**src/rtl/axis_frame_monitor.sv**
```systemverilog
// rtl/axis_frame_monitor.sv - passive AXI-Stream video frame monitor: frame/line geometry, SOF/EOF and handshake checks
// Optional frame checksum output: define AXIS_FRAME_MONITOR_CHECKSUM_EN.
module axis_frame_monitor #(
  parameter int T_DATA_WIDTH = 64,
  parameter int T_USER_WIDTH = 4,
  parameter int CNT_WIDTH    = 16
) (
  input  logic                    aclk,
  input  logic                    aclk_reset,
  input  logic                    s_axis_tvalid,
  input  logic                    s_axis_tready,
  input  logic                    s_axis_tlast,
  input  logic [T_DATA_WIDTH-1:0] s_axis_tdata,
  input  logic [T_USER_WIDTH-1:0] s_axis_tuser,
  input  logic                    cfg_enable,
  input  logic [CNT_WIDTH-1:0]    cfg_line_beats,
  input  logic [CNT_WIDTH-1:0]    cfg_lines,
  input  logic                    err_clear,
  output logic                    frame_done,
  output logic [31:0]             frame_cnt,
  output logic [15:0]             dropped_beats,
  output logic [4:0]              err_flags
`ifdef AXIS_FRAME_MONITOR_CHECKSUM_EN
  ,
  output logic [T_DATA_WIDTH-1:0] frame_checksum
`endif
);

  typedef enum logic [1:0] {ST_DISABLED, ST_WAIT_SOF, ST_IN_FRAME} state_t;

  localparam logic [CNT_WIDTH-1:0] CNT_ONE = {{(CNT_WIDTH-1){1'b0}}, 1'b1};

  function automatic logic [CNT_WIDTH-1:0] sat_inc(input logic [CNT_WIDTH-1:0] v);
    return (v == {CNT_WIDTH{1'b1}}) ? v : v + CNT_ONE;
  endfunction

  state_t                  state_q, state_d;
  logic [CNT_WIDTH-1:0]    beat_cnt_q, beat_cnt_d;
  logic [CNT_WIDTH-1:0]    line_cnt_q, line_cnt_d;
  logic                    frame_done_q, frame_done_d;
  logic [31:0]             frame_cnt_q, frame_cnt_d;
  logic [15:0]             dropped_q, dropped_d;
  logic [4:0]              err_q, err_d;
  logic                    hold_valid_q, hold_valid_d;
  logic [T_DATA_WIDTH-1:0] hold_data_q, hold_data_d;
  logic [T_USER_WIDTH-1:0] hold_user_q, hold_user_d;
  logic                    hold_last_q, hold_last_d;
  logic [T_DATA_WIDTH-1:0] acc_q, acc_d;
  logic [T_DATA_WIDTH-1:0] csum_q, csum_d;

  logic                    accept, sof, eof, active, in_frame, frame_beat, drop_beat, line_end;
  logic [CNT_WIDTH-1:0]    cur_beat, cur_line;
  logic [4:0]              new_err;

  always_comb begin
    accept     = s_axis_tvalid & s_axis_tready;
    sof        = s_axis_tuser[0];
    eof        = s_axis_tuser[1];
    active     = cfg_enable && (state_q != ST_DISABLED);
    in_frame   = (state_q == ST_IN_FRAME);
    frame_beat = active && accept && (sof || in_frame);
    drop_beat  = active && accept && !in_frame && !sof;
    // A SOF beat always counts as beat 0 of line 0, including a restart mid-frame
    cur_beat   = sof ? '0 : beat_cnt_q;
    cur_line   = sof ? '0 : line_cnt_q;
    line_end   = (cur_line == cfg_lines - CNT_ONE);

    new_err = '0;
    if (drop_beat && eof) new_err[4] = 1'b1;
    if (frame_beat) begin
      if (in_frame && sof) new_err[0] = 1'b1;
      if (cfg_line_beats != '0) begin
        if (s_axis_tlast && (cur_beat != cfg_line_beats - CNT_ONE)) new_err[1] = 1'b1;
        if (!s_axis_tlast && (cur_beat == cfg_line_beats))          new_err[1] = 1'b1;
      end
      if ((cfg_lines != '0) && (eof != (s_axis_tlast && line_end))) new_err[2] = 1'b1;
    end
    if (active && hold_valid_q &&
        (!s_axis_tvalid || (s_axis_tdata != hold_data_q) ||
         (s_axis_tuser != hold_user_q) || (s_axis_tlast != hold_last_q)))
      new_err[3] = 1'b1;

    state_d    = state_q;
    beat_cnt_d = beat_cnt_q;
    line_cnt_d = line_cnt_q;
    if (!cfg_enable) begin
      state_d    = ST_DISABLED;
      beat_cnt_d = '0;
      line_cnt_d = '0;
    end else begin
      case (state_q)
        ST_DISABLED: state_d = ST_WAIT_SOF;
        default: begin
          if (frame_beat) begin
            beat_cnt_d = s_axis_tlast ? '0 : sat_inc(cur_beat);
            line_cnt_d = s_axis_tlast ? sat_inc(cur_line) : cur_line;
            state_d    = eof ? ST_WAIT_SOF : ST_IN_FRAME;
          end
        end
      endcase
    end

    frame_done_d = frame_beat && eof;
    frame_cnt_d  = frame_cnt_q + {31'b0, frame_done_d};

    dropped_d = dropped_q;
    if (err_clear)                                dropped_d = '0;
    else if (drop_beat && (dropped_q != 16'hFFFF)) dropped_d = dropped_q + 16'd1;
    err_d = err_clear ? 5'b0 : (err_q | new_err);

    hold_valid_d = s_axis_tvalid & ~s_axis_tready;
    hold_data_d  = s_axis_tdata;
    hold_user_d  = s_axis_tuser;
    hold_last_d  = s_axis_tlast;

    acc_d  = acc_q;
    csum_d = csum_q;
    if (frame_beat) acc_d = (sof ? '0 : acc_q) ^ s_axis_tdata;
    if (frame_done_d) csum_d = acc_d;
  end

  always_ff @(posedge aclk) begin
    if (aclk_reset) begin
      state_q      <= ST_DISABLED;
      beat_cnt_q   <= '0;
      line_cnt_q   <= '0;
      frame_done_q <= 1'b0;
      frame_cnt_q  <= '0;
      dropped_q    <= '0;
      err_q        <= '0;
      hold_valid_q <= 1'b0;
      hold_data_q  <= '0;
      hold_user_q  <= '0;
      hold_last_q  <= 1'b0;
      acc_q        <= '0;
      csum_q       <= '0;
    end else begin
      state_q      <= state_d;
      beat_cnt_q   <= beat_cnt_d;
      line_cnt_q   <= line_cnt_d;
      frame_done_q <= frame_done_d;
      frame_cnt_q  <= frame_cnt_d;
      dropped_q    <= dropped_d;
      err_q        <= err_d;
      hold_valid_q <= hold_valid_d;
      hold_data_q  <= hold_data_d;
      hold_user_q  <= hold_user_d;
      hold_last_q  <= hold_last_d;
      acc_q        <= acc_d;
      csum_q       <= csum_d;
    end
  end

  assign frame_done    = frame_done_q;
  assign frame_cnt     = frame_cnt_q;
  assign dropped_beats = dropped_q;
  assign err_flags     = err_q;

`ifdef AXIS_FRAME_MONITOR_CHECKSUM_EN
  assign frame_checksum = csum_q;
`else
  logic unused_csum;
  assign unused_csum = ^{acc_q, csum_q};
`endif

endmodule
```
**config.mk**
```make
export PLATFORM = sky130hd
export DESIGN_NAME = axis_frame_monitor
export DESIGN_NICKNAME = d
export VERILOG_FILES = /design/src/rtl/axis_frame_monitor.sv
export SDC_FILE = /design/constraint.sdc
export NUM_CORES = 1
export LEC_CHECK = 0
export BUFFER_PORTS_ARGS = -buffer_cell sky130_fd_sc_hd__buf_2
export CORE_MARGIN = 1.5
export CORE_UTILIZATION = 60
export DETAILED_ROUTE_END_ITERATION = 12
export MAX_ROUTING_LAYER = met4
export PLACE_DENSITY = 0.86
export SLEW_MARGIN = 20
export SYNTH_ARGS = -nofsm -noshare
export SYNTH_HDL_FRONTEND = slang
export SYNTH_SLANG_ARGS = --single-unit
```
**constraint.sdc**
```tcl
create_clock -name aclk -period 5.7 [get_ports aclk]
set_clock_uncertainty 0.05 [all_clocks]
set_input_delay 0 -clock aclk [delete_from_list [all_inputs] [get_ports aclk]]
set_output_delay 0 -clock aclk [all_outputs]
set_load 0.02 [all_outputs]
```
==> impl_table.tex <==
\begin{tabular}{lr}
\hline
Metric & Value \\
\hline
\multicolumn{2}{l}{\textbf{Run status}} \\
\quad Status & finished, final reports clean \\
\multicolumn{2}{l}{\textbf{Pwr}} \\
\quad Worst vdd ir & approximately 0.19 mV \\
\quad Pwr per Cell Area & 244.4 nW/µm² \\
\quad Leakage & 4.310 nW \\
\quad Post-route total power & 2.605 mW \\
\multicolumn{2}{l}{\textbf{Placement}} \\
\quad Placed wire-length estimate after detailed placement & approximately 15 mm \\
\quad Placed Instance Area & around 9300 µm² \\
\quad Gpl congestion & 0.8855 \\
\quad Port buffer count & 160 \\
\multicolumn{2}{l}{\textbf{Timing}} \\
\quad Maximum frequency from static timing analysis & 0.3284 GHz \\
\quad Worst slew margin & 0.2619 \\
\quad Post-route clock period utilization & 0.5342 \\
\quad Worst hold slack & 34.38 ps \\
\quad Accumulated negative setup slack & 0 ps \\
\quad Worst-Margin Slew & roughly 1100 ps \\
\quad Hold violation count in the final report & 0 \\
\quad Period minus WS final & 3045 ps \\
\quad Max-slew violation total from the final report & 0 \\
\quad Total of endpoints with negative setup slack in the final report & 0 \\
\quad Unrepaired setup endpoints after global routing & no \\
\multicolumn{2}{l}{\textbf{Global routing}} \\
\quad Maximum number of pins on one net before global-route repair & 106 \\
\quad Leftover overflow at the end of global routing & 0 \\
\quad First-pass GRT wire length & 38.41 mm \\
\quad Vias in the first global route & 7999 \\
\quad Initial antenna violation count & 0 \\
\quad GRT Util Overall & 0.3375 \\
\multicolumn{2}{l}{\textbf{Clock network}} \\
\quad Clock Root Buffer & clkbuf\_16 \\
\quad Clock tree from TritonCTS & yes \\
\quad Number of resized instances in the post-cts repair step & 0 \\
\quad Total clock buffers created by CTS & 17 \\
\quad Clock transition time at the flip-flop clock pins of the worst setup and hold paths & 70 ps \\
\quad Number of sinks on the clock net & 158 \\
\quad CTS H-tree depth & 4 \\
\quad CTS Buffer Depth & 2 \\
\quad Clock latency at the later pin of the worst-skew pair & 430 ps \\
\multicolumn{2}{l}{\textbf{Yosys}} \\
\quad Area contributors post-synth & dfxtp\_1 37\%, xor2\_1 10\%, xnor2\_1 6.4\%, nor2\_1 6.1\%, nor2b\_1 5.8\% \\
\quad Post-synth net total & 1146 \\
\quad Count of flip-flops with a built-in enable after synthesis & 0 \\
\quad Top cell type's share of synthesized area & 0.3728 \\
\quad Synth warn & 0 \\
\quad Ys flop type & dfxtp\_1 \\
\quad Mean Syn Cell Area & 8.238 µm² \\
\quad Number of synthesized register bits & 158 \\
\quad Count of mapped cells out of synthesis & roughly 1000 \\
\quad Post-synthesis sequential area ratio & 0.3728 \\
\quad Library cell with the largest summed area after synthesis & dfxtp\_1 \\
\quad Cell area after technology mapping & 8486 µm² \\
\quad Proportion of register bits with asynchronous set or reset after synthesis & 0 \\
\quad Post-synth cell types & 66 \\
\multicolumn{2}{l}{\textbf{Critical path}} \\
\quad Category of the worst setup path capture point & flop \\
\quad End of the worst register-to-register path & frame\_cnt[31] \\
\quad Cells on worst reg2reg path & 11 \\
\quad Data arrival time of the critical path & approximately 3300 ps \\
\quad Crit-path slowest cell & nor2b\_1 \\
\quad R2r setup slk & 2650 ps \\
\quad Cell breakdown of the critical path & nand2b\_1 -> a21oi\_1 -> and2\_1 -> ha\_1 -> and4\_1 -> nand2b\_1 -> nor3\_1 -> nor2b\_1 -> nand3\_1 -> xor2\_1 -> nor2\_1 \\
\quad Critical path required time & a little under 6000 ps \\
\quad Type of the worst setup path & reg2reg \\
\quad Worst setup path start & state\_q[0] \\
\quad Slowest Stage Delay on Critical Path & 470 ps \\
\quad Critical register-to-register path startpoint & state\_q[0] \\
\quad Most Frequent Cell on Critical Path & nand2b\_1 \\
\quad Maximum net fanout on the critical path & 7 \\
\quad Endpoint of the most critical setup path & frame\_cnt[31] \\
\quad Worst setup SP type & flop \\
\multicolumn{2}{l}{\textbf{Drt}} \\
\quad DR vias/cell & about 5.8 \\
\quad Final antenna-violating net count & 0 \\
\quad Number of design-rule violations left by the first detailed-router iteration & $\sim$760 \\
\quad DRC violations left & 0 \\
\quad Initial DRT Pass Iterations & 5 \\
\quad Aggregate routed wire length & 24.43 mm \\
\quad Post-detailed-route wirelength per cell & between 15 and 20 µm \\
\quad Via total after detailed routing & between 8000 and 9000 \\
\multicolumn{2}{l}{\textbf{Die}} \\
\quad Area of the core & 13830 µm² \\
\quad Count of pins on the block boundary & 161 \\
\quad Die Span X & roughly 120 µm \\
\quad Area of the die & approximately 15000 µm² \\
\quad DIE HEIGHT & 121.9 µm \\
\quad Number of rows in the core area & 43 \\
\quad Initial core utilization & 0.6137 \\
\multicolumn{2}{l}{\textbf{Finish}} \\
\quad Most frequent standard cell in the layout excluding fill and tap cells & buf\_2 \\
\quad Final Instance Area & roughly 11000 µm² \\
\quad Count of fill cells added during filler insertion & 901 \\
\quad Final \#Nets & 1348 \\
\quad Most used cells in the layout excluding fill and tap cells & 159 x buf\_2, 158 x dfxtp\_1, 137 x nor2\_1 \\
\quad Synthesis-to-finish area growth & 25.61\% \\
\quad Diode insertion count for antenna repair & 0 \\
\quad Share of final-layout standard cells stronger than drive strength 1 & 0.1696 \\
\multicolumn{2}{l}{\textbf{Flow run}} \\
\quad Max Cap Violations & 0 \\
\multicolumn{2}{l}{\textbf{Hold path}} \\
\quad Hold crit path type & in2reg \\
\hline
\end{tabular}
==> where the power goes <==
part | internal, mW | switching [mW] | leakage [nW] | total [mW]
combinational | 0.125 | 0.141 | 2.72 | 0.266
sequential | 1.13 | 0.0144 | 1.29 | 1.15
clock | 0.709 | 0.484 | 0.296 | 1.19
total | 1.97 | 0.639 | 4.31 | 2.61
==> how the worst min path moves through the flow <==
stage	from	to	slack (ps)	cells after the start
detailed placement	s_axis_tready	hold_valid_q	140	2
global placement	s_axis_tready	hold_valid_q	130	2
floorplan	s_axis_tready	hold_valid_q	30	1
CTS	cfg_line_beats[15]	err_flags[1]	20	4
global route	cfg_enable	err_flags[3]	40	4
finish	cfg_enable	err_flags[3]	30	4
==> kinds of logic (layout without fill, tap and decap cells) <==
kind of cell | Yosys count | after routing | synth area share
compound gates | 132 | 132 | 0.1003
xor+xnor | 159 | 159 | 0.1641
fa+ha+maj | 9 | 9 | 0.01327
buf+inv | 83 | 297 | 0.03966
flops | 158 | 158 | 0.3728
mux | 4 | 4 | 0.005013
simple gates | 485 | 485 | 0.3049
==> cell type report <==
type,instances,area [µm²],area share
Clock buffer,18,439.2,0.04120
Tap cell,180,225.2,0.02113
Multi-Input combinational cell,789,4997,0.4688
Timing Repair Buffer,234,1536,0.1441
Sequential cell,158,3163,0.2967
Clock inverter,13,177.7,0.01667
Inverter,32,120.1,0.01127
==> flip-flops by register name, summed over array words and instances, names as in the netlist <==
signal	flops
hold_last_q	1
line_cnt_q	16
hold_valid_q	1
hold_data_q	64
beat_cnt_q	16
hold_user_q	4
frame_done	1
dropped_beats	16
err_flags	5
state_q	2
frame_cnt	32
==> routing by layer <==
layer,part of all wire,global-route usage
met5,0,-
met4,0.038,0.1699
met3,0.067,0.07725
met2,0.51,0.5755
met1,0.39,0.3688
==> Yosys cell counts (17+ instances only) <==
| library cell | n |
|---|---|
| nor3_1 | 26 |
| inv_1 | 32 |
| o21ai_0 | 31 |
| nand2b_1 | 23 |
| nand2_1 | 62 |
| dfxtp_1 | 158 |
| xor2_1 | 97 |
| nand4_1 | 24 |
| and3_1 | 20 |
| nand3_1 | 41 |
| a21oi_1 | 28 |
| xnor2_1 | 62 |
| nor4_1 | 22 |
| nor2b_1 | 78 |
| a31oi_1 | 17 |
| nor2_1 | 137 |
| clkbuf_1 | 33 |
==> what timing repair did <==
action | 4_1_cts | 5_1_grt
hold buffers | 71 | 0
buffers inserted | 0 | 0
hold endpoints to repair | 74 | 0
endpoints found under the setup margin | 0 | 0
==> through the flow <==
stage,worst slack (ps),util,cells
floorplan,3068,-,1030
global placement,2753,0.6741,1322
detailed placement,2655,0.6741,1322
CTS,2838,0.7701,1424
global route,2367,0.7709,1424
finish,2655,0.7709,1424
==> worst max-delay path: cells and delay by family (launching register included) <==
family	cells	cell delay [ps]
XOR/XNOR	1	200
flip-flops	1	350
adder cells (fa/ha/maj)	1	200
AO/OA/AOI/OAI	1	170
AND/OR/NAND/NOR	8	1940
(Power assumes the default switching activity.)
